**config.mk**
```make
export PLATFORM = sky130hd
export DESIGN_NAME = alu_operand_stage
export DESIGN_NICKNAME = d
export VERILOG_FILES = /design/src/rtl/alu_operand_stage.sv
export SDC_FILE = /design/constraint.sdc
export NUM_CORES = 1
export LEC_CHECK = 0
export ABC_AREA = 1
export CAP_MARGIN = 30
export CORE_MARGIN = 10
export CORE_UTILIZATION = 46
export CTS_BUF_LIST = sky130_fd_sc_hd__clkbuf_8 sky130_fd_sc_hd__clkbuf_16
export DETAILED_ROUTE_END_ITERATION = 10
export PLACE_DENSITY = 0.79
export SLEW_MARGIN = 20
export SYNTH_ARGS = -nofsm -noshare
export SYNTH_HDL_FRONTEND = slang
export SYNTH_SLANG_ARGS = --single-unit
export TNS_END_PERCENT = 5
```
**constraint.sdc**
```tcl
create_clock -name clk -period 2.1 [get_ports clk]
set_input_delay 0.42 -clock clk [delete_from_list [all_inputs] [get_ports clk]]
set_output_delay 0.42 -clock clk [all_outputs]
set_load 0.005 [all_outputs]
```
**src/rtl/alu_operand_stage.sv**
```systemverilog
// Decode/issue stage feeding the ALU: decodes the instruction into an ALU operation
// and operands, then holds the results in a 2-entry skid buffer (main + skid).
module alu_operand_stage (
  input  logic        clk,
  input  logic        reset,
  input  logic        flush,
  input  logic        in_valid,
  output logic        in_ready,
  input  logic [6:0]  opcode,
  input  logic [2:0]  funct3,
  input  logic        funct7_5,
  input  logic [4:0]  rd,
  input  logic [31:0] rs1_data,
  input  logic [31:0] rs2_data,
  input  logic [31:0] imm,
  input  logic [31:0] pc,
  output logic        out_valid,
  input  logic        out_ready,
  output logic [3:0]  operation,
  output logic [31:0] ALU_in_X,
  output logic [31:0] ALU_in_Y,
  output logic [4:0]  rd_out,
  output logic        illegal
);

  localparam logic [3:0] OP_AND = 4'b0000;
  localparam logic [3:0] OP_OR  = 4'b0001;
  localparam logic [3:0] OP_ADD = 4'b0010;
  localparam logic [3:0] OP_SUB = 4'b0110;
  localparam logic [3:0] OP_SLT = 4'b0111;

  localparam logic [6:0] OPC_R      = 7'b0110011;
  localparam logic [6:0] OPC_I      = 7'b0010011;
  localparam logic [6:0] OPC_LOAD   = 7'b0000011;
  localparam logic [6:0] OPC_STORE  = 7'b0100011;
  localparam logic [6:0] OPC_BRANCH = 7'b1100011;
  localparam logic [6:0] OPC_LUI    = 7'b0110111;
  localparam logic [6:0] OPC_AUIPC  = 7'b0010111;
  localparam logic [6:0] OPC_JAL    = 7'b1101111;
  localparam logic [6:0] OPC_JALR   = 7'b1100111;

  typedef struct packed {
    logic [3:0]  op;
    logic [31:0] x;
    logic [31:0] y;
    logic [4:0]  rd;
    logic        illegal;
  } entry_t;

  entry_t dec;
  entry_t main_reg, main_next;
  entry_t skid_reg, skid_next;
  logic   main_full_reg, main_full_next;
  logic   skid_full_reg, skid_full_next;
  logic   accept;
  logic   consume;

  always_comb begin
    dec         = '0;
    dec.rd      = rd;
    dec.op      = OP_ADD;
    dec.x       = rs1_data;
    dec.y       = rs2_data;
    dec.illegal = 1'b0;
    case (opcode)
      OPC_R: begin
        case (funct3)
          3'b000:  dec.op = funct7_5 ? OP_SUB : OP_ADD;
          3'b111:  dec.op = OP_AND;
          3'b110:  dec.op = OP_OR;
          3'b010:  dec.op = OP_SLT;
          default: dec.illegal = 1'b1;
        endcase
      end
      OPC_I: begin
        dec.y = imm;
        case (funct3)
          3'b000:  dec.op = OP_ADD;
          3'b111:  dec.op = OP_AND;
          3'b110:  dec.op = OP_OR;
          3'b010:  dec.op = OP_SLT;
          default: dec.illegal = 1'b1;
        endcase
      end
      OPC_LOAD, OPC_STORE: dec.y = imm;
      // BEQ/BNE are resolved from the ALU zero flag of rs1 - rs2.
      OPC_BRANCH: dec.op = OP_SUB;
      OPC_LUI: begin
        dec.x = '0;
        dec.y = imm;
      end
      OPC_AUIPC: begin
        dec.x = pc;
        dec.y = imm;
      end
      OPC_JAL, OPC_JALR: begin
        dec.x = pc;
        dec.y = 32'd4;
      end
      default: dec.illegal = 1'b1;
    endcase
    // Illegal entries still flow downstream, but with neutral operands.
    if (dec.illegal) begin
      dec.op = OP_ADD;
      dec.x  = '0;
      dec.y  = '0;
    end
  end

  // A full skid always blocks input, so accept and skid drain never coincide.
  assign accept  = in_valid && !skid_full_reg;
  assign consume = main_full_reg && out_ready;

  always_comb begin
    main_next      = main_reg;
    skid_next      = skid_reg;
    main_full_next = main_full_reg;
    skid_full_next = skid_full_reg;
    if (flush) begin
      main_full_next = 1'b0;
      skid_full_next = 1'b0;
    end else if (consume && skid_full_reg) begin
      main_next      = skid_reg;
      skid_full_next = 1'b0;
    end else if (accept && (!main_full_reg || consume)) begin
      main_next      = dec;
      main_full_next = 1'b1;
    end else if (accept) begin
      skid_next      = dec;
      skid_full_next = 1'b1;
    end else if (consume) begin
      main_full_next = 1'b0;
    end
  end

  always_ff @(posedge clk) begin
    if (reset) begin
      main_reg      <= '0;
      skid_reg      <= '0;
      main_full_reg <= 1'b0;
      skid_full_reg <= 1'b0;
    end else begin
      main_reg      <= main_next;
      skid_reg      <= skid_next;
      main_full_reg <= main_full_next;
      skid_full_reg <= skid_full_next;
    end
  end

  assign in_ready  = !skid_full_reg;
  assign out_valid = main_full_reg;
  assign operation = main_reg.op;
  assign ALU_in_X  = main_reg.x;
  assign ALU_in_Y  = main_reg.y;
  assign rd_out    = main_reg.rd;
  assign illegal   = main_reg.illegal;

endmodule

```
==> After elaboration in Yosys (flattened, before gate mapping) <==
Cells that the tools add are included.
{ "word_totals": {"ff_bits": 150, "latch_bits": 0, "ram_bits": 0, "romBits": 0, "input_bits": 149, "wordCells": 64, "memories": 0} }
{ "classes": {"n_addsub": 0, "multipliers": 0, "n_div": 0, "order_cmp": 0, "n_eq_ne": 13, "n_shift": 0, "muxes": 14, "bitwise_logic": 3, "reduce_logical": 22} }
{ "op_table": {"columns": ["operator", "count"], "rows": [
  ["$mux 74", 2],
  ["$pmux 32 s2", 2],
  ["$mux 68", 1],
  ["$eq 7x6->1 const B", 3],
  ["$eq 7x7->1 const B", 3],
  ["$eq 7x5->1 const B", 2],
  ["$pmux 3 s4", 1],
  ["$pmux 4 s3", 1],
  ["$pmux 3 s3", 1],
  ["$eq 7x2->1 const B", 1],
  ["$reduce_or 7->1", 1],
  ["$eq 3x3->1 const B", 2],
  ["$reduce_or 2->1", 3],
  ["$reduce_or 3->1", 2],
  ["$reduce_or 5->1", 1],
  ["$logic_and 1x1->1", 4],
  ["$mux 1", 4],
  ["$reduce_and 2->1", 2],
  ["$reduce_and 4->1", 1],
  ["$reduce_bool 2->1", 2],
  ["$reduce_or 4->1", 1],
  ["$eq 3x2->1 const B", 1],
  ["$logic_not 3->1", 1],
  ["$mux 3", 1],
  ["6 further kinds", 9]
]} }

==> Longest topological paths before layout <==
Gate-level depths: netlist of the first run.
{ "depth": {"word_depth": 7, "ltp_mapped": 11, "depth_no_buf": 10} }

==> Worst setup path before layout of the first run <==
OpenSTA, ideal clock, no wires.
{ "synth_path": {"path_type": "input -> register", "startpoint": "input port out_ready", "endpoint": "register main_reg (netlist bit ALU_in_Y[5])", "setup_ps": 119, "t_arrival_ps": 1395, "required_ps": 1981, "path_slack_ps": 586, "path_stages": 8, "path_buffers": 2, "cell_sequence": "nor2_1 -> inv_1 -> nand3_1 -> inv_2 -> buf_2 -> buf_2 -> o21ai_0 -> a21oi_1"} }
{ "synth_between": {"elab_chain_cells": 5, "elab_cells_between_ends": 7, "classes_between": "mux (1); reduce/logical (6)"} }
{ "synth_lines": {"columns": ["item", "line", "rtl"], "rows": [
  ["start, declared", "18", "input logic out_ready,"],
  ["$logic_and 1x1->1 *", "112", "assign consume = main_full_reg && out_ready;"],
  ["$logic_or 1x1->1", "125", "end else if (accept && (!main_full_reg || consume)) begin"],
  ["$logic_and 1x1->1", "125", null],
  ["$reduce_bool 2->1 (no line)", null, null],
  ["$reduce_and 2->1 (no line)", null, null],
  ["end signal, assigned", "143", "main_reg <= main_next;"],
  ["end, declared", "51", "entry_t main_reg, main_next;"]
]} }
Every way passes the cells marked *; elsewhere a longest branch is shown, timed or not.
A chain may end at the register's enable or synchronous reset.

==> Worst setup path after layout of the first run <==
{ "layout_path": {"startpoint": "input port opcode[4]", "endpoint": "register main_reg (netlist bit ALU_in_Y[0])"} }
{ "layout_between": {"elab_chain_cells": 6, "elab_cells_between_ends": 18, "classes_between": "eq/ne (9); mux (5); reduce/logical (4)"} }
{ "layout_lines": {"columns": ["item", "line", "rtl"], "rows": [
  ["start, declared", "9", "input logic [6:0] opcode,"],
  ["$eq 7x7->1, or another cell as far along", "65", "case (opcode)"],
  ["$reduce_or 7->1 (no line), or another cell as far along", null, null],
  ["$pmux 1 s2 or $pmux 32 s2 (tied branches)", "65", null],
  ["$mux 68 *", "103", "if (dec.illegal) begin"],
  ["$mux 74 *", "125", null],
  ["$mux 74 *", "122", "end else if (consume && skid_full_reg) begin"]
]} }
Every way passes the cells marked *; elsewhere a longest branch is shown, timed or not. The select of a mux whose other input is x is not followed.

==> summary.md, run 1 <==
| Metric | Value |
|---|---|
| Nets | `1362` |
| Count of boundary I/O pins | `225` |
| First-pass GRT wire length | `35960 um` |
| TritonCTS clock tree | `yes` |
| Post-Layout Cell Count | `1410` |
| Sequential cell area fraction in the yosys report | `43.40%` |
| CTS clk-pin slew, worst paths | `0.06 ns` |
| Clock buffer depth | `2` |
| Critical path class | `input pin to flip-flop` |
| Total area of sequential cells | `0.002963 mm^2` |
| Overall Global Routing Usage | `21.72%` |
| Share of synthesized registers carrying an async set or reset | `0%` |
| Register-to-register setup slack | `0.52 ns` |
| 1st-pass router iterations | `5` |
| Placeable Area | `0.01453 mm^2` |
| Most common cell type on the critical path | `sky130_fd_sc_hd__nand2_1` |
| # clock sinks | `148` |
| Initial Util | `46.97%` |
| Number of standard cells after synthesis | `1009` |
| Fraction of final layout cells sized beyond drive strength 1 | `7.586%` |
| Ratio of total power to cell area | `721.1 mW/mm^2` |
| Total count of hold-check failures in the final report | `0` |
| Die Area | `0.02011 mm^2` |
| Die extent in y | `141.8 um` |
| Number of warnings printed during yosys synthesis | `0` |
| Post CTS Setup Buffer Count | `0` |
| Number of antenna violations at the first check in global routing | `1` |
| Reg-to-reg critical path endpoint | `skid_reg[50]$_SDFFE_PP0P_` |
| Hold/Removal Path Class | `flip-flop to flip-flop` |
| Prevailing post-synth register cell | `sky130_fd_sc_hd__dfxtp_1` |
| Width of the die | `141.8 um` |
| Final core utilization | `69.83%` |
| Leakage | `4.114 nW` |
| Final-report max-slew violation count | `0` |
| Outcome | `complete, no violations` |
| Post-route cell area | `0.01015 mm^2` |
| Source-to-sink clock delay at the later pin of the worst-skew pair | `0.42 ns` |
| Fill cell count | `1222` |
| Count of cells along the worst register-to-register path | `7` |
| Multi-input logic area | `0.003395 mm^2` |
| # H-tree levels | `4` |
| Kind of end point of the critical path | `flip-flop` |
| Worst flop-to-flop path startpoint | `out_valid$_SDFFE_PP0P_` |
| Synthesized area per cell | `6.766 um^2` |
| Number of maximum-capacitance violations | `0` |
| Final estimated routing congestion in global placement | `0.8067` |
| CP max-delay cell | `sky130_fd_sc_hd__clkdlybuf4s50_1` |
| Dpl cell area | `0.009495 mm^2` |
| Most frequent cell after synthesis | `sky130_fd_sc_hd__nand2_1` |
| Fmax | `526.7 MHz` |
| Slowest Stage Delay on Critical Path | `0.53 ns` |
| Half-perimeter wire length after detailed placement | `15620 um` |
| Kind of launch point of the worst setup path | `input pin` |
| Largest fanout on the critical path | `15` |
| Total DRC errors in the routed layout | `0` |
| Cell Count Post-Placement | `1378` |
| Required @ worst endpoint | `2.45 ns` |
| Leading cell types by total area after synthesis | `sky130_fd_sc_hd__dfxtp_1 (43%), sky130_fd_sc_hd__nand2_1 (17%), sky130_fd_sc_hd__a21oi_1 (15%), sky130_fd_sc_hd__o21ai_0 (10%), sky130_fd_sc_hd__nand3_1 (2.9%)` |
| Via/cell ratio | `5.311` |
| Share of the synthesized area in the top cell type | `43.40%` |
| CP Capture Point | `ALU_in_Y[0]$_SDFFE_PP0P_` |
| CP Launch Point | `opcode[4]` |
| Number of buffers inserted by hold repair at cts | `0` |
| Cell type with the largest total area after synthesis | `sky130_fd_sc_hd__dfxtp_1` |
| Sum Neg Setup Slack | `0 ns` |
| GRT overflow | `0` |
| Critical Path AT | `2.25 ns` |
| Netlist area before placement | `0.006827 mm^2` |
| Cell Chain, Critical Path | `clkdlybuf4s50_1 -> inv_1 -> nor2_2 -> nand3_2 -> nand2_1 -> nor2_1 -> nor2_4 -> nand2_1 -> inv_2 -> buf_12 -> nand2_1 -> a21oi_1` |
| Net count after synthesis | `1158` |
| DR WL/cell | `16.12 um` |
| Number of instances resized during post-cts repair | `0` |
| Area grow syn2layout | `48.66%` |
| Number of synthesized flops with an enable pin | `0` |
| Worst VDD drop | `0.5213 mV` |
| #FFs+latches synth | `148` |
| Crit share post-route | `90.40%` |
| # diodes | `0` |
| Crit path time final | `1.898 ns` |
| Count of endpoints failing setup in the final report | `0` |
| Largest net degree at the start of global routing | `59` |
| DRT Wirelength | `22730 um` |
| Number of flip-flops in the largest register | `73` |
| Buffers added on ports | `223` |
| Post-route worst hold slack | `0.4754 ns` |
| Unrepaired setup endpoints after global routing | `no` |
| Iter 0 DRT Violations | `538` |
| Via count of the first global-routing pass | `7054` |
| Commonest cells in the synthesized netlist | `sky130_fd_sc_hd__nand2_1 (313), sky130_fd_sc_hd__a21oi_1 (201), sky130_fd_sc_hd__dfxtp_1 (148), sky130_fd_sc_hd__o21ai_0 (140), sky130_fd_sc_hd__clkbuf_1 (41)` |
| Clock Skews | `0.006085 ns` |
| Vias | `7489` |
| Library cell used as clock root buffer | `sky130_fd_sc_hd__clkbuf_16` |
| Antenna Violating Nets Remaining | `0` |
| CTS buffer count | `17` |
| Yosys cell types | `24` |
| Core Rows | `44` |
-- worst min path at each step --
stage	startpoint	to	slack, ns	cells past startpoint
floorplan	skid_reg[1]$_SDFFE_PP0P_	skid_reg[1]$_SDFFE_PP0P_	0.46	2
global placement	skid_reg[3]$_SDFFE_PP0P_	skid_reg[3]$_SDFFE_PP0P_	0.46	2
detailed placement	skid_reg[3]$_SDFFE_PP0P_	rd_out[2]$_SDFFE_PP0P_	0.47	2
CTS	skid_reg[3]$_SDFFE_PP0P_	rd_out[2]$_SDFFE_PP0P_	0.48	2
global route	skid_reg[1]$_SDFFE_PP0P_	rd_out[0]$_SDFFE_PP0P_	0.49	2
finish	skid_reg[3]$_SDFFE_PP0P_	rd_out[2]$_SDFFE_PP0P_	0.48	2
-- cells in the final DEF (no fill, tap or decap), types with 2 or more instances in the layout --
cell type / count
sky130_fd_sc_hd__buf_4: 27
sky130_fd_sc_hd__o21ai_1: 7
sky130_fd_sc_hd__bufinv_16: 4
sky130_fd_sc_hd__clkinv_2: 3
sky130_fd_sc_hd__buf_12: 19
sky130_fd_sc_hd__dfxtp_1: 148
sky130_fd_sc_hd__nor2_2: 2
sky130_fd_sc_hd__nand3_2: 3
sky130_fd_sc_hd__nand4_1: 4
sky130_fd_sc_hd__inv_2: 5
sky130_fd_sc_hd__clkdlybuf4s50_1: 223
sky130_fd_sc_hd__o21ai_0: 140
sky130_fd_sc_hd__nand2_1: 313
sky130_fd_sc_hd__nor2_1: 29
sky130_fd_sc_hd__nand3_1: 39
sky130_fd_sc_hd__a31oi_1: 6
sky130_fd_sc_hd__clkbuf_16: 17
sky130_fd_sc_hd__o211ai_1: 2
sky130_fd_sc_hd__clkbuf_8: 4
sky130_fd_sc_hd__clkinvlp_4: 4
sky130_fd_sc_hd__inv_1: 17
sky130_fd_sc_hd__a21oi_1: 201
-- area by class of cell --
cell class	instances	share of cell area, %
inverters	24	0.9123
clock buffers	21	4.734
clock inverters	11	1.701
flip-flops and latches	148	29.19
repair buffers	269	27.74
well taps	184	2.269
multi-input cells	753	33.45
-- kinds of logic (layout without fill, tap and decap cells) --
group                  Yosys count  count (layout)  synth area share [%]
AO/OA/AOI/OAI                  357             357                 26.41
buffers and inverters          108             325                 7.057
flip-flops                     148             148                 43.40
other                            1               1               0.05493
AND/OR/NAND/NOR                395             395                 23.08
-- critical path: cells and delay by family --
family | cells | cell delay, ns
buffers and inverters | 4 | 0.91
and+or+nand+nor | 7 | 0.79
AOI/OAI and AO/OA | 1 | 0.14
-- power by group --
group / internal, mW / total, mW / switching (mW)
Sequential: 2.92 / 2.97 / 0.0530
Clock: 2.12 / 3.32 / 1.20
Combinational: 0.582 / 1.03 / 0.447
Total: 5.62 / 7.32 / 1.70
-- layer usage --
metal	share of wire [%]	up-vias	track usage (%)
met1	44	3416	26.47
met2	47	254	35.53
met3	7.8	32	7.076
met4	1.5	2	6.670
li1	-	3785	-
met5	0.040	-	0
-- stage by stage --
stage	setup WS (ns)	power [mW]
6_report	0.2015	7.318
5_1_grt	0.07640	7.605
4_1_cts	0.2306	7.359
3_5_place_dp	-0.1538	4.059
3_3_place_gp	-0.1014	4.048
2_1_floorplan	0.5856	3.424
(Power assumes the default switching activity.)
==> run 2, diff against run 1 <==
PLACE_DENSITY = 0.92   (was 0.79)
==> run 2 against run 1 <==
First-iteration DRC count grew 22%. Via count grew 3.6%. Global-route usage grew 0.83 points. Clock power is essentially flat. Sequential power is essentially flat. Cell count shrank 0.57%. Setup slack lost 0.013 ns. Non-clock buffer count shrank 8. Power shrank 0.37%. Fmax shrank 0.67%. Critical path depth is the same. Critical endpoint is now ALU_in_Y[11]$_SDFFE_PP0P_.
==> summary.md, run 2 (synthesized netlist as in run 1, its figures left out) <==
| Metric | Value |
|---|---|
| Total area of sequential cells | `0.002963 mm^2` |
| Count of boundary I/O pins | `225` |
| Clock Skews | `0.004733 ns` |
| Ratio of total power to cell area | `726.2 mW/mm^2` |
| Sw Share | `23.63%` |
| Share of power burned in the clock network | `45.2%` |
| Iter 0 DRT Violations | `657` |
| Number of maximum-capacitance violations | `0` |
| Critical Path AT | `2.26 ns` |
| Kind of end point of the critical path | `flip-flop` |
| Cell Count Post-Placement | `1370` |
| Number of flip-flops in the largest register | `73` |
| Vias | `7758` |
| Critical path class | `input pin to flip-flop` |
| CTS buffer count | `17` |
| Source-to-sink clock delay at the later pin of the worst-skew pair | `0.43 ns` |
| First-pass GRT wire length | `37520 um` |
| Multi-input logic area | `0.003395 mm^2` |
| Via/cell ratio | `5.534` |
| Width of the die | `141.8 um` |
| Relative slew margins | `63.38%` |
| Final estimated routing congestion in global placement | `0.8590` |
| Sequential share of power | `40.8%` |
| Total power | `7.291 mW` |
| Largest fanout on the critical path | `29` |
| Antenna Violating Nets Remaining | `0` |
| Fill cell count | `1185` |
| 1st-pass router iterations | `6` |
| # diodes | `0` |
| Post-route cell area | `0.01004 mm^2` |
| Clock buffer depth | `2` |
| Crit path time final | `1.911 ns` |
| Core Rows | `44` |
| Die Area | `0.02011 mm^2` |
| Overall Global Routing Usage | `22.55%` |
| Initial Util | `46.97%` |
| Switching power summed over all nets | `1.723 mW` |
| Area grow syn2layout | `47.07%` |
| Number of instances resized during post-cts repair | `0` |
| Total count of hold-check failures in the final report | `0` |
| Sum Neg Setup Slack | `0 ns` |
| Fmax | `523.2 MHz` |
| Via count of the first global-routing pass | `7585` |
| Unrepaired setup endpoints after global routing | `no` |
| Dpl cell area | `0.009398 mm^2` |
| # clock sinks | `148` |
| Post CTS Setup Buffer Count | `0` |
| Post-Layout Cell Count | `1402` |
| Outcome | `complete, no violations` |
| DR WL/cell | `16.66 um` |
| Leakage | `4.064 nW` |
| Worst VDD drop | `0.5279 mV` |
| Nets | `1354` |
| # H-tree levels | `4` |
| Die extent in y | `141.8 um` |
| Count of endpoints failing setup in the final report | `0` |
| Most common cell after layout, fill and taps aside | `sky130_fd_sc_hd__nand2_1` |
| Kind of launch point of the worst setup path | `input pin` |
| Buffers added on ports | `223` |
| Library cell used as clock root buffer | `sky130_fd_sc_hd__clkbuf_16` |
| Crit share post-route | `91.01%` |
| Internal power | `5.568 mW` |
| Number of buffers inserted by hold repair at cts | `0` |
| Top library cells by usage in the layout, fill and taps aside | `sky130_fd_sc_hd__nand2_1 (313), sky130_fd_sc_hd__clkdlybuf4s50_1 (223), sky130_fd_sc_hd__a21oi_1 (201)` |
| Placeable Area | `0.01453 mm^2` |
| Combinational cell fraction of total power | `14.0%` |
| DRT Wirelength | `23360 um` |
| Total DRC errors in the routed layout | `0` |
| TritonCTS clock tree | `yes` |
| CTS clk-pin slew, worst paths | `0.06 ns` |
| Required @ worst endpoint | `2.45 ns` |
| Number of antenna violations at the first check in global routing | `0` |
| GRT overflow | `0` |
| Final-report max-slew violation count | `0` |
| Largest net degree at the start of global routing | `75` |
| Half-perimeter wire length after detailed placement | `15830 um` |
| Fraction of final layout cells sized beyond drive strength 1 | `6.979%` |
| Transition time of the tightest slew-check pin | `0.5493 ns` |
| Hold/Removal Path Class | `flip-flop to flip-flop` |
run 2: cell types whose count changed in the layout (fill, tap and decap cells not counted):
cell / delta
sky130_fd_sc_hd__clkbuf_8: -1
sky130_fd_sc_hd__buf_4: -5
sky130_fd_sc_hd__clkinv_2: +2
sky130_fd_sc_hd__clkinvlp_4: -1
sky130_fd_sc_hd__buf_12: -3
run 2: worst paths after layout:
kind                                               start                         to  slack (ns)  cells after the start
worst max-delay path                           opcode[4]  ALU_in_Y[11]$_SDFFE_PP0P_        0.19                     12
worst min register to register  skid_reg[2]$_SDFFE_PP0P_     rd_out[1]$_SDFFE_PP0P_        0.48                      2
worst max register to register    out_valid$_SDFFE_PP0P_  ALU_in_Y[11]$_SDFFE_PP0P_        0.32                      7
worst min-delay path            skid_reg[2]$_SDFFE_PP0P_     rd_out[1]$_SDFFE_PP0P_        0.48                      2
run 2: metrics by stage:
step,utilization [%],setup WS [ns],hold slack (ns)
after floorplan,-,0.5856,0.4554
after global routing,69.08,0.04584,0.5090
after global placement,64.66,-0.05779,0.4628
after detailed placement,64.66,-0.1825,0.4722
after CTS,69.08,0.2325,0.4775
final,69.08,0.1888,0.4777
run 2: critical path, stage by stage:
cell and delay (ns):
sky130_fd_sc_hd__clkdlybuf4s50_1 0.52, sky130_fd_sc_hd__inv_1 0.08, sky130_fd_sc_hd__nor2_2 0.15, sky130_fd_sc_hd__nand3_2 0.13
sky130_fd_sc_hd__nand2_1 0.11, sky130_fd_sc_hd__nor2_1 0.07, sky130_fd_sc_hd__nor2_4 0.13, sky130_fd_sc_hd__nand2_1 0.10
sky130_fd_sc_hd__inv_2 0.11, sky130_fd_sc_hd__buf_12 0.19, sky130_fd_sc_hd__nand2_1 0.09, sky130_fd_sc_hd__a21oi_1 0.16
run 2: layout make-up:
| class | count | share of cell area (%) |
|---|---|---|
| Clock buffer | 20 | 4.649 |
| Sequential cell | 148 | 29.51 |
| Tap cell | 184 | 2.293 |
| Timing Repair Buffer | 261 | 27.07 |
| Clock inverter | 12 | 1.745 |
| Inverter | 24 | 0.9222 |
| Multi-Input combinational cell | 753 | 33.81 |
run 2: per-layer routing:
metal	vias to the layer above	GRT usage, %	part of all wire, %
li1	3765	-	-
met1	3591	25.48	40
met2	353	38.31	49
met3	49	7.176	8.5
met4	0	9.414	2.3
met5	-	0	0
run 2: power by group through the flow:
stage / logic, mW / clock network [mW] / registers (mW)
floorplan: 0.389 / 0 / 3.04
global placement: 0.991 / 0 / 3.03
detailed placement: 1.01 / 0 / 3.03
finish: 1.02 / 3.29 / 2.98
global route: 1.12 / 3.46 / 2.99
CTS: 1.02 / 3.32 / 2.98
